`src/rtl/bmp_stream_writer_if.sv`:
```
// bmp_stream_writer_if: pixel-FIFO read side, byte-FIFO write side and frame pulse
interface bmp_stream_writer_if #(parameter int FIFO_DATA_WIDTH = 32);
  logic [FIFO_DATA_WIDTH-1:0] fifo_in_dout;
  logic fifo_in_empty;
  logic fifo_in_rd_en;
  logic [7:0] fifo_out_din;
  logic fifo_out_full;
  logic fifo_out_wr_en;
  logic frame_done;
  modport master (
    input fifo_in_dout, fifo_in_empty, fifo_out_full,
    output fifo_in_rd_en, fifo_out_din, fifo_out_wr_en, frame_done
  );
  modport slave (
    output fifo_in_dout, fifo_in_empty, fifo_out_full,
    input fifo_in_rd_en, fifo_out_din, fifo_out_wr_en, frame_done
  );
endinterface

```
`src/rtl/bmp_stream_writer.sv`:
```
// bmp_stream_writer: serializes {B,G,R,x} words into a 24-bit BMP byte stream with row padding.
// Define BMP_STREAM_WRITER_HEADER_EN to prefix each frame with the 54-byte BMP header.
module bmp_stream_writer #(
  parameter int FIFO_DATA_WIDTH = 32,
  parameter int BMP_WIDTH = 720,
  parameter int BMP_HEIGHT = 540
) (
  input logic clock,
  input logic reset,
  bmp_stream_writer_if.master bus
);
  localparam int ROW_BYTES = 3 * BMP_WIDTH;
  localparam int PAD = (4 - ROW_BYTES % 4) % 4;
  localparam int STRIDE = ROW_BYTES + PAD;
  localparam int IMG = STRIDE * BMP_HEIGHT;
  localparam int CW = $clog2(BMP_WIDTH + 1);
  localparam int RW = $clog2(BMP_HEIGHT + 1);
  localparam logic [CW-1:0] LAST_COL = CW'(BMP_WIDTH - 1);
  localparam logic [RW-1:0] LAST_ROW = RW'(BMP_HEIGHT - 1);
  localparam logic [1:0] LAST_PAD = 2'(PAD - 1);
`ifdef BMP_STREAM_WRITER_HEADER_EN
  typedef enum logic [1:0] {S_HDR, S_PIX, S_PAD} state_t;
  localparam state_t S_START = S_HDR;
  // little-endian fields packed so header byte k sits at bits [8k+7:8k]
  localparam logic [431:0] HDR = {
    32'd0, 32'd0, 32'd2835, 32'd2835, 32'(IMG), 32'd0, 16'd24, 16'd1,
    32'(BMP_HEIGHT), 32'(BMP_WIDTH), 32'd40, 32'd54, 32'd0, 32'(54 + IMG), 8'h4D, 8'h42
  };
  logic [5:0] hdr_idx_q;
`else
  typedef enum logic [1:0] {S_PIX, S_PAD} state_t;
  localparam state_t S_START = S_PIX;
`endif
  state_t state_q;
  logic [1:0] byte_idx_q, pad_cnt_q;
  logic [CW-1:0] col_q;
  logic [RW-1:0] row_q;
  logic wr, third, row_done_pix, pad_done, row_done, last_row, unused_lsbs;
  logic [7:0] pix_byte, ctl_byte;
  assign unused_lsbs = ^bus.fifo_in_dout[FIFO_DATA_WIDTH-25:0];
  assign wr = !reset && !bus.fifo_out_full && (state_q != S_PIX || !bus.fifo_in_empty);
  assign third = state_q == S_PIX && byte_idx_q == 2'd2;
  assign row_done_pix = third && col_q == LAST_COL;
  assign pad_done = state_q == S_PAD && pad_cnt_q == LAST_PAD;
  assign row_done = (PAD == 0) ? row_done_pix : pad_done;
  assign last_row = row_q == LAST_ROW;
  assign pix_byte = byte_idx_q == 2'd0 ? bus.fifo_in_dout[FIFO_DATA_WIDTH-1 -: 8] :
                    byte_idx_q == 2'd1 ? bus.fifo_in_dout[FIFO_DATA_WIDTH-9 -: 8] :
                                         bus.fifo_in_dout[FIFO_DATA_WIDTH-17 -: 8];
`ifdef BMP_STREAM_WRITER_HEADER_EN
  assign ctl_byte = state_q == S_HDR ? HDR[{hdr_idx_q, 3'b000} +: 8] : 8'h00;
`else
  assign ctl_byte = 8'h00;
`endif
  assign bus.fifo_out_wr_en = wr;
  assign bus.fifo_out_din = !wr ? 8'h00 : state_q == S_PIX ? pix_byte : ctl_byte;
  assign bus.fifo_in_rd_en = wr && third;
  assign bus.frame_done = wr && row_done && last_row;
  always_ff @(posedge clock) begin
    if (reset) begin
      state_q <= S_START;
      byte_idx_q <= 2'd0;
      pad_cnt_q <= 2'd0;
      col_q <= '0;
      row_q <= '0;
`ifdef BMP_STREAM_WRITER_HEADER_EN
      hdr_idx_q <= 6'd0;
`endif
    end else if (wr) begin
`ifdef BMP_STREAM_WRITER_HEADER_EN
      if (state_q == S_HDR) begin
        hdr_idx_q <= hdr_idx_q == 6'd53 ? 6'd0 : hdr_idx_q + 6'd1;
        if (hdr_idx_q == 6'd53) state_q <= S_PIX;
      end
`endif
      if (state_q == S_PIX) begin
        byte_idx_q <= third ? 2'd0 : byte_idx_q + 2'd1;
        if (third) col_q <= col_q == LAST_COL ? '0 : col_q + CW'(1);
        if (row_done_pix && PAD != 0) state_q <= S_PAD;
      end
      if (state_q == S_PAD) pad_cnt_q <= pad_done ? 2'd0 : pad_cnt_q + 2'd1;
      // row end: the last pixel byte without padding, else the last pad byte
      if (row_done) begin
        row_q <= last_row ? '0 : row_q + RW'(1);
        state_q <= last_row ? S_START : S_PIX;
      end
    end
  end
endmodule

```
`src/flat_wrapper.sv`:
```
// flat-port wrapper written by rule: the top's interface ports become plain ports
module bmp_stream_writer_flat 
#(
  parameter int FIFO_DATA_WIDTH = 32,
  parameter int BMP_WIDTH = 720,
  parameter int BMP_HEIGHT = 540
)
  (clock, reset, bus_fifo_in_dout, bus_fifo_in_empty, bus_fifo_out_full, bus_fifo_in_rd_en, bus_fifo_out_din, bus_fifo_out_wr_en, bus_frame_done);
  bmp_stream_writer_if #(.FIFO_DATA_WIDTH(FIFO_DATA_WIDTH)) bus_i ();
  input logic clock;
  input logic reset;
  input wire logic [$bits(bus_i.fifo_in_dout)-1:0] bus_fifo_in_dout;
  input wire logic [$bits(bus_i.fifo_in_empty)-1:0] bus_fifo_in_empty;
  input wire logic [$bits(bus_i.fifo_out_full)-1:0] bus_fifo_out_full;
  output wire logic [$bits(bus_i.fifo_in_rd_en)-1:0] bus_fifo_in_rd_en;
  output wire logic [$bits(bus_i.fifo_out_din)-1:0] bus_fifo_out_din;
  output wire logic [$bits(bus_i.fifo_out_wr_en)-1:0] bus_fifo_out_wr_en;
  output wire logic [$bits(bus_i.frame_done)-1:0] bus_frame_done;
  assign bus_i.fifo_in_dout = bus_fifo_in_dout;
  assign bus_i.fifo_in_empty = bus_fifo_in_empty;
  assign bus_i.fifo_out_full = bus_fifo_out_full;
  assign bus_fifo_in_rd_en = bus_i.fifo_in_rd_en;
  assign bus_fifo_out_din = bus_i.fifo_out_din;
  assign bus_fifo_out_wr_en = bus_i.fifo_out_wr_en;
  assign bus_frame_done = bus_i.frame_done;
  bmp_stream_writer #(.FIFO_DATA_WIDTH(FIFO_DATA_WIDTH), .BMP_WIDTH(BMP_WIDTH), .BMP_HEIGHT(BMP_HEIGHT)) u_core (.clock(clock), .reset(reset), .bus(bus_i));
endmodule
```
`config.mk`:
```
export PLATFORM = sky130hd
export DESIGN_NAME = bmp_stream_writer_flat
export DESIGN_NICKNAME = d
export VERILOG_FILES = /design/src/rtl/bmp_stream_writer_if.sv /design/src/rtl/bmp_stream_writer.sv /design/src/flat_wrapper.sv
export SDC_FILE = /design/constraint.sdc
export NUM_CORES = 1
export LEC_CHECK = 0
export CELL_PAD_IN_SITES_DETAIL_PLACEMENT = 1
export CELL_PAD_IN_SITES_GLOBAL_PLACEMENT = 2
export CORE_MARGIN = 2
export CORE_UTILIZATION = 27
export DETAILED_ROUTE_END_ITERATION = 7
export PLACE_DENSITY_LB_ADDON = 0.2
export SYNTH_ARGS = -nofsm -noshare
export SYNTH_HDL_FRONTEND = slang
export SYNTH_SLANG_ARGS = --single-unit
```
`constraint.sdc`:
```
create_clock -name clock -period 3.03 [get_ports clock]
set_input_delay 0.606 -clock clock [delete_from_list [all_inputs] [get_ports clock]]
set_output_delay 0.606 -clock clock [all_outputs]
set_load 0.05 [all_outputs]
```
=== Yosys cells after proc, flatten, opt, wreduce, memory -nomap -nowiden ===
Index checks and enable logic that the tools add are counted.

* Register bits: 22
* Input port bits: 36
* Word-level logic and storage cells: 28

* Add/subtract/negate cells: 3
* Equal/unequal tests: 4
* Multiplexer cells: 6
* Reductions and logical operators: 12

{| class="wikitable"
|+ Operator list
! kind !! count
|-
| 8-bit two-way mux || 3
|-
| 10-bit by 1-bit adder with 10-bit output, second input constant || 2
|-
| 10-bit == test, second input constant || 2
|-
| 10-bit two-way mux || 2
|-
| 1-bit logical AND || 6
|-
| 2-bit AND reduction || 2
|-
| 1-bit zero test || 3
|-
| 2-bit by 1-bit adder with 2-bit output, second input constant || 1
|-
| 2-bit by 1-bit == test with 1-bit output, second input constant || 1
|-
| 2-bit == test, second input constant || 1
|-
| 2-bit zero test || 1
|-
| 2-bit two-way mux || 1
|}

=== Depth between registers and ports, before layout ===
* Word-level depth: 5
* Depth in mapped cells: 6

=== Least setup slack after synthesis ===
OpenSTA, ideal clock, no wires.

* Path kind: register to output
* Start point: register u_core.col_q[7]
* End point: output port bus_frame_done
* Data arrival time: 2277 ps
* Data required time: 2424 ps
* Path slack: 147 ps
* Cell stages (with the launch flop): 5
* Path through: dfxtp_1 -> nor4bb_1 -> nand3b_1 -> clkbuf_1 -> nor3_1

* Cells in the longest elaborated chain, start to end: 4

{| class="wikitable"
|+ Ends and longest elaborated chain
! what !! RTL line !! RTL
|-
| from (decl) || bmp_stream_writer.sv:36 || <nowiki>logic [CW-1:0] col_q;</nowiki>
|-
| from (signal assigned) || bmp_stream_writer.sv:78 || <nowiki>if (third) col_q <= col_q == LAST_COL ? '0 : col_q + CW'(1);</nowiki>
|-
| 10-bit == test || bmp_stream_writer.sv:43 || <nowiki>assign row_done_pix = third && col_q == LAST_COL;</nowiki>
|-
| 1-bit logical AND || bmp_stream_writer.sv:43 ||
|-
| 1-bit logical AND (2 in a row) || bmp_stream_writer.sv:58 || <nowiki>assign bus.frame_done = wr && row_done && last_row;</nowiki>
|-
| to (decl) || flat_wrapper.sv:18 || <nowiki>output wire logic [$bits(bus_i.frame_done)-1:0] bus_frame_done;</nowiki>
|}

Every way passes these cells.

=== Worst setup path after layout ===
* Start point: input port bus_fifo_out_full
* End point: output port bus_fifo_in_rd_en

* Cells in the longest elaborated chain, start to end: 4

{| class="wikitable"
|+ Ends and longest elaborated chain
! what !! RTL line !! RTL
|-
| from (decl) || flat_wrapper.sv:14 || <nowiki>input wire logic [$bits(bus_i.fifo_out_full)-1:0] bus_fifo_out_full;</nowiki>
|-
| 1-bit zero test || bmp_stream_writer.sv:41 || <nowiki>assign wr = !reset && !bus.fifo_out_full && (state_q != S_PIX || !bus.fifo_in_empty);</nowiki>
|-
| 1-bit logical AND (2 in a row) || bmp_stream_writer.sv:41 ||
|-
| 1-bit logical AND || bmp_stream_writer.sv:57 || <nowiki>assign bus.fifo_in_rd_en = wr && third;</nowiki>
|-
| to (decl) || flat_wrapper.sv:15 || <nowiki>output wire logic [$bits(bus_i.fifo_in_rd_en)-1:0] bus_fifo_in_rd_en;</nowiki>
|}

Every way passes these cells.

==> flow_summary.html <==
<table>
<tr><th>Metric</th><th>Value</th></tr>
<tr><th colspan="2">Placement</th></tr>
<tr><td>GPL Wtd Cong</td><td>a little under 0.8</td></tr>
<tr><td>Number of buffers added on ports</td><td>38</td></tr>
<tr><td>Dpl ws</td><td>around 0.089 ns</td></tr>
<tr><td>Sum of net half-perimeters after detailed placement</td><td>between 3000 and 4000 um</td></tr>
<tr><th colspan="2">Floorplanning</th></tr>
<tr><td>Die span in x</td><td>~76 um</td></tr>
<tr><td>Area of the core</td><td>5075 um^2</td></tr>
<tr><td># IOs</td><td>47</td></tr>
<tr><td>Die extent in y</td><td>roughly 76 um</td></tr>
<tr><td>Area of the die</td><td>5836 um^2</td></tr>
<tr><td>Starting density of the core</td><td>approximately 28%</td></tr>
<tr><td>Number of placement rows</td><td>26</td></tr>
<tr><th colspan="2">Setup path</th></tr>
<tr><td>Critical path, cell by cell</td><td>clkdlybuf4s50_1 &gt; or3_1 &gt; nor2_1 &gt; buf_12</td></tr>
<tr><td>Maximum net fanout on the critical path</td><td>13</td></tr>
<tr><td>Kind of critical path</td><td>in2out</td></tr>
<tr><td>Type of element capturing the critical path</td><td>output port</td></tr>
<tr><td>Worst r2r dst</td><td>u_core.col_q[6]$_SDFFE_PP0P_</td></tr>
<tr><td>Nature of the critical path startpoint</td><td>primary input</td></tr>
<tr><td>Reg-to-reg setup timing slack</td><td>approximately 1.1 ns</td></tr>
<tr><td>Launch point of the worst reg-to-reg path</td><td>u_core.col_q[0]$_SDFFE_PP0P_</td></tr>
<tr><td>Arrival time at the worst endpoint</td><td>between 2 and 2.5 ns</td></tr>
<tr><td>Standard cell with the maximum stage delay on the critical path</td><td>sky130_fd_sc_hd__or3_1</td></tr>
<tr><td>Required @ worst endpoint</td><td>2.42 ns</td></tr>
<tr><td>Number of cells traversed by the worst register-to-register path</td><td>5</td></tr>
<tr><td>Crit path largest cell delay</td><td>slightly above 0.6 ns</td></tr>
<tr><th colspan="2">Logic synthesis</th></tr>
<tr><td>Yosys Warn Count</td><td>0</td></tr>
<tr><td>Prevailing post-synth register cell</td><td>sky130_fd_sc_hd__dfxtp_1</td></tr>
<tr><td>Share of flip-flops with an asynchronous set or reset</td><td>0%</td></tr>
<tr><td>Seq/Total Area, Yosys</td><td>31.12%</td></tr>
<tr><td>Cell count after synthesis</td><td>approximately 180</td></tr>
<tr><td>Synth cell types</td><td>44</td></tr>
<tr><td>Mean instance size in the synthesized netlist</td><td>about 8 um^2</td></tr>
<tr><td>Count of state elements after synthesis</td><td>22</td></tr>
<tr><td>Post-synthesis cell area</td><td>1415 um^2</td></tr>
<tr><td>Post-synthesis net count</td><td>about 210</td></tr>
<tr><td>Number of flops mapped to enable cells by yosys</td><td>0</td></tr>
<tr><th colspan="2">Power and ir drop</th></tr>
<tr><td>Leakage power total</td><td>between 0.6 and 0.7 nW</td></tr>
<tr><td>Ratio of total power to cell area</td><td>~340 nW/um^2</td></tr>
<tr><td>Maximum ir drop on the vdd rail</td><td>around 0.2 mV</td></tr>
<tr><td>Final Power</td><td>between 0.6 and 0.7 mW</td></tr>
<tr><th colspan="2">Global routing</th></tr>
<tr><td>Wire length of the first global-routing pass</td><td>7541 um</td></tr>
<tr><td>Pin count of the biggest net entering global routing</td><td>21</td></tr>
<tr><td>Overflow left after global routing</td><td>0</td></tr>
<tr><td>Overall track demand over capacity in global routing</td><td>between 10% and 20%</td></tr>
<tr><td>Initial antenna violation count</td><td>0</td></tr>
<tr><td>Via count of the first global-routing pass</td><td>between 1500 and 2000</td></tr>
<tr><th colspan="2">Route</th></tr>
<tr><td>Number of design rule violations left after detail routing</td><td>0</td></tr>
<tr><td>Post-detailed-route wirelength per cell</td><td>roughly 15 um</td></tr>
<tr><td>First-pass detailed-route iteration total</td><td>4</td></tr>
<tr><td>Number of DRC violations after detailed-routing iteration 0</td><td>63</td></tr>
<tr><td>Vias after detailed routing</td><td>between 1000 and 1500</td></tr>
<tr><td>Wire length after detailed routing</td><td>approximately 4400 um</td></tr>
<tr><td>Average vias per placed instance</td><td>5.102</td></tr>
<tr><td>Count of antenna-violating nets left after detailed routing</td><td>0</td></tr>
<tr><th colspan="2">Final layout</th></tr>
<tr><td>Area used by multi-input combinational logic</td><td>around 900 um^2</td></tr>
<tr><td>Leading cell types in the layout, fill and taps excluded</td><td>sky130_fd_sc_hd__nor2_1 (27), sky130_fd_sc_hd__clkdlybuf4s50_1 (27), sky130_fd_sc_hd__dfxtp_1 (22)</td></tr>
<tr><td>Area growth, synth to finish</td><td>45.89%</td></tr>
<tr><td>Fill cells</td><td>about 640</td></tr>
<tr><td>Antenna diode count</td><td>0</td></tr>
<tr><td>Fraction of layout instances using a drive strength above 1</td><td>between 10% and 20%</td></tr>
<tr><td>Nets</td><td>between 200 and 300</td></tr>
<tr><td>Area taken by flip-flops and latches</td><td>440.4 um^2</td></tr>
<tr><th colspan="2">Timing</th></tr>
<tr><td>Count of endpoints failing hold in the final timing report</td><td>0</td></tr>
<tr><td>Final total negative setup slack</td><td>0 ns</td></tr>
<tr><td>Slack of the critical path</td><td>0.2774 ns</td></tr>
<tr><td>Pin slew with the least headroom to its limit</td><td>0.5113 ns</td></tr>
<tr><td>Final cycle utilization of the critical path</td><td>between 90 and 100%</td></tr>
<tr><td>Clock period minus worst slack</td><td>about 2.8 ns</td></tr>
<tr><td>Fmax</td><td>between 300 and 400 MHz</td></tr>
<tr><td>Setup skew after layout</td><td>about 0.0055 ns</td></tr>
<tr><td>Total setup violations reported at the end of the flow</td><td>0</td></tr>
<tr><td>Number of slew-limit violations in the final report</td><td>0</td></tr>
<tr><td>RSZ-0062 raised after global routing</td><td>false</td></tr>
<tr><td>Worst slew margin relative to its limit</td><td>65.43%</td></tr>
<tr><th colspan="2">Worst hold path</th></tr>
<tr><td>Worst hold path stage count</td><td>2</td></tr>
<tr><td>Terminating pin of the worst hold path</td><td>u_core.row_q[1]$_SDFFE_PP0P_</td></tr>
<tr><td>Class of the most critical hold timing path</td><td>reg2reg</td></tr>
<tr><td>Hold Crit Start</td><td>u_core.row_q[1]$_SDFFE_PP0P_</td></tr>
<tr><th colspan="2">Flow run</th></tr>
<tr><td>Max-cap violations</td><td>0</td></tr>
<tr><th colspan="2">Clock network</th></tr>
<tr><td>Clock transition at the registers of the reported paths</td><td>~0.090 ns</td></tr>
<tr><td>Post-CTS Repair Setup Buffers</td><td>0</td></tr>
<tr><td>Root buffer selected by CTS</td><td>sky130_fd_sc_hd__clkbuf_8</td></tr>
<tr><td>Number of clock sinks</td><td>22</td></tr>
<tr><td>CTS tree</td><td>yes</td></tr>
<tr><td>Number of clock buffers inserted by TritonCTS</td><td>3</td></tr>
<tr><td>Maximum buffer depth of the clock tree</td><td>2</td></tr>
<tr><td>Number of resized instances in the post-cts repair step</td><td>0</td></tr>
<tr><td>Skew-Pair Late Insertion Delay</td><td>~0.27 ns</td></tr>
<tr><td>Number of buffers inserted by hold repair at cts</td><td>0</td></tr>
<tr><td>H-tree level count</td><td>1</td></tr>
<tr><th colspan="2">Outcome</th></tr>
<tr><td>Result of the run</td><td>complete, no violations</td></tr>
</table>
[area by class of cell]
class | count | share of cell area [%]
repair buffers | 45 | 26.30
clock buffers | 3 | 2.000
inverters | 5 | 0.9091
clock inverters | 1 | 1.455
multi-input cells | 139 | 43.76
flip-flops and latches | 22 | 21.33
well taps | 70 | 4.242
[metrics by stage]
stage | util [%] | hold slack, ns | cell area, um^2 | cells
global route | 40.68 | 0.5232 | 2064 | 285
CTS | 40.68 | 0.5040 | 2064 | 285
floorplan | - | 0.4519 | 1415 | 176
detailed placement | 39.28 | 0.4910 | 1993 | 281
finish | 40.68 | 0.5068 | 2064 | 285
global placement | 39.28 | 0.4683 | 1993 | 281
[metal layers]
layer / routed length [um] / global-route usage, % / up-vias
met4: 80 / 6.000 / 0
met5: 0 / 0 / -
li1: - / - / 723
met1: 1920 / 18.58 / 695
met3: 175 / 3.555 / 6
met2: 2204 / 28.14 / 30
[cells by family (layout without fill, tap and decap cells)]
| family | count (synthesis) | after routing | synth area share, % |
|---|---|---|---|
| AO/OA/AOI/OAI | 37 | 37 | 19.72 |
| adder cells (fa/ha/maj) | 2 | 2 | 1.768 |
| flip-flops | 22 | 22 | 31.12 |
| XOR/XNOR | 7 | 7 | 4.333 |
| buffers and inverters | 15 | 54 | 5.040 |
| AND/OR/NAND/NOR | 84 | 84 | 31.66 |
| multiplexers | 9 | 9 | 6.366 |
[cell usage after synthesis, types with 2 or more instances]
master,instances,share of area [%]
sky130_fd_sc_hd__a211oi_2,2,1.8
sky130_fd_sc_hd__mux2i_1,9,6.4
sky130_fd_sc_hd__xnor2_1,6,3.7
sky130_fd_sc_hd__nor2_1,27,7.2
sky130_fd_sc_hd__and4_1,2,1.2
sky130_fd_sc_hd__a21oi_1,12,4.2
sky130_fd_sc_hd__o211ai_1,2,1.1
sky130_fd_sc_hd__o32ai_1,5,3.1
sky130_fd_sc_hd__ha_1,2,1.8
sky130_fd_sc_hd__clkbuf_1,7,1.9
sky130_fd_sc_hd__nor3_1,2,0.71
sky130_fd_sc_hd__nand2_1,14,3.7
sky130_fd_sc_hd__or3_1,6,2.7
sky130_fd_sc_hd__or2_2,2,0.88
sky130_fd_sc_hd__nand4_1,6,2.7
sky130_fd_sc_hd__dfxtp_1,22,31
sky130_fd_sc_hd__o21ai_0,5,1.8
sky130_fd_sc_hd__a211oi_1,4,2.1
sky130_fd_sc_hd__buf_6,2,1.6
sky130_fd_sc_hd__nor4_1,3,1.3
sky130_fd_sc_hd__inv_1,5,1.3
sky130_fd_sc_hd__nand3_1,9,3.2
[worst max-delay path: cells and delay by family]
family	cells	cell delay (ns)
simple gates	2	0.93
buf+inv	2	0.61
[registers in the layout, indices dropped and copies added (netlist names)]
| register | count |
|---|---|
| u_core.col_q | 10 |
| u_core.row_q | 10 |
| u_core.byte_idx_q | 2 |
[report_power, final]
| part | switching, mW | internal (mW) |
|---|---|---|
| Clock | 0.112 | 0.177 |
| Combinational | 0.0528 | 0.0624 |
| Sequential | 0.000691 | 0.290 |
[how the worst max path moves through the flow]
| stage | startpoint | endpoint | cells after the start |
|---|---|---|---|
| after CTS | bus_fifo_out_full | bus_fifo_in_rd_en | 4 |
| final | bus_fifo_out_full | bus_fifo_in_rd_en | 4 |
| after floorplan | u_core.col_q[7]$_SDFFE_PP0P_ | bus_frame_done | 4 |
| after detailed placement | bus_fifo_out_full | u_core.row_q[8]$_SDFFE_PP0P_ | 5 |
| after global placement | bus_fifo_out_full | u_core.col_q[7]$_SDFFE_PP0P_ | 5 |
| after global routing | bus_fifo_out_full | bus_fifo_in_rd_en | 4 |
(Power assumes the default switching activity.)
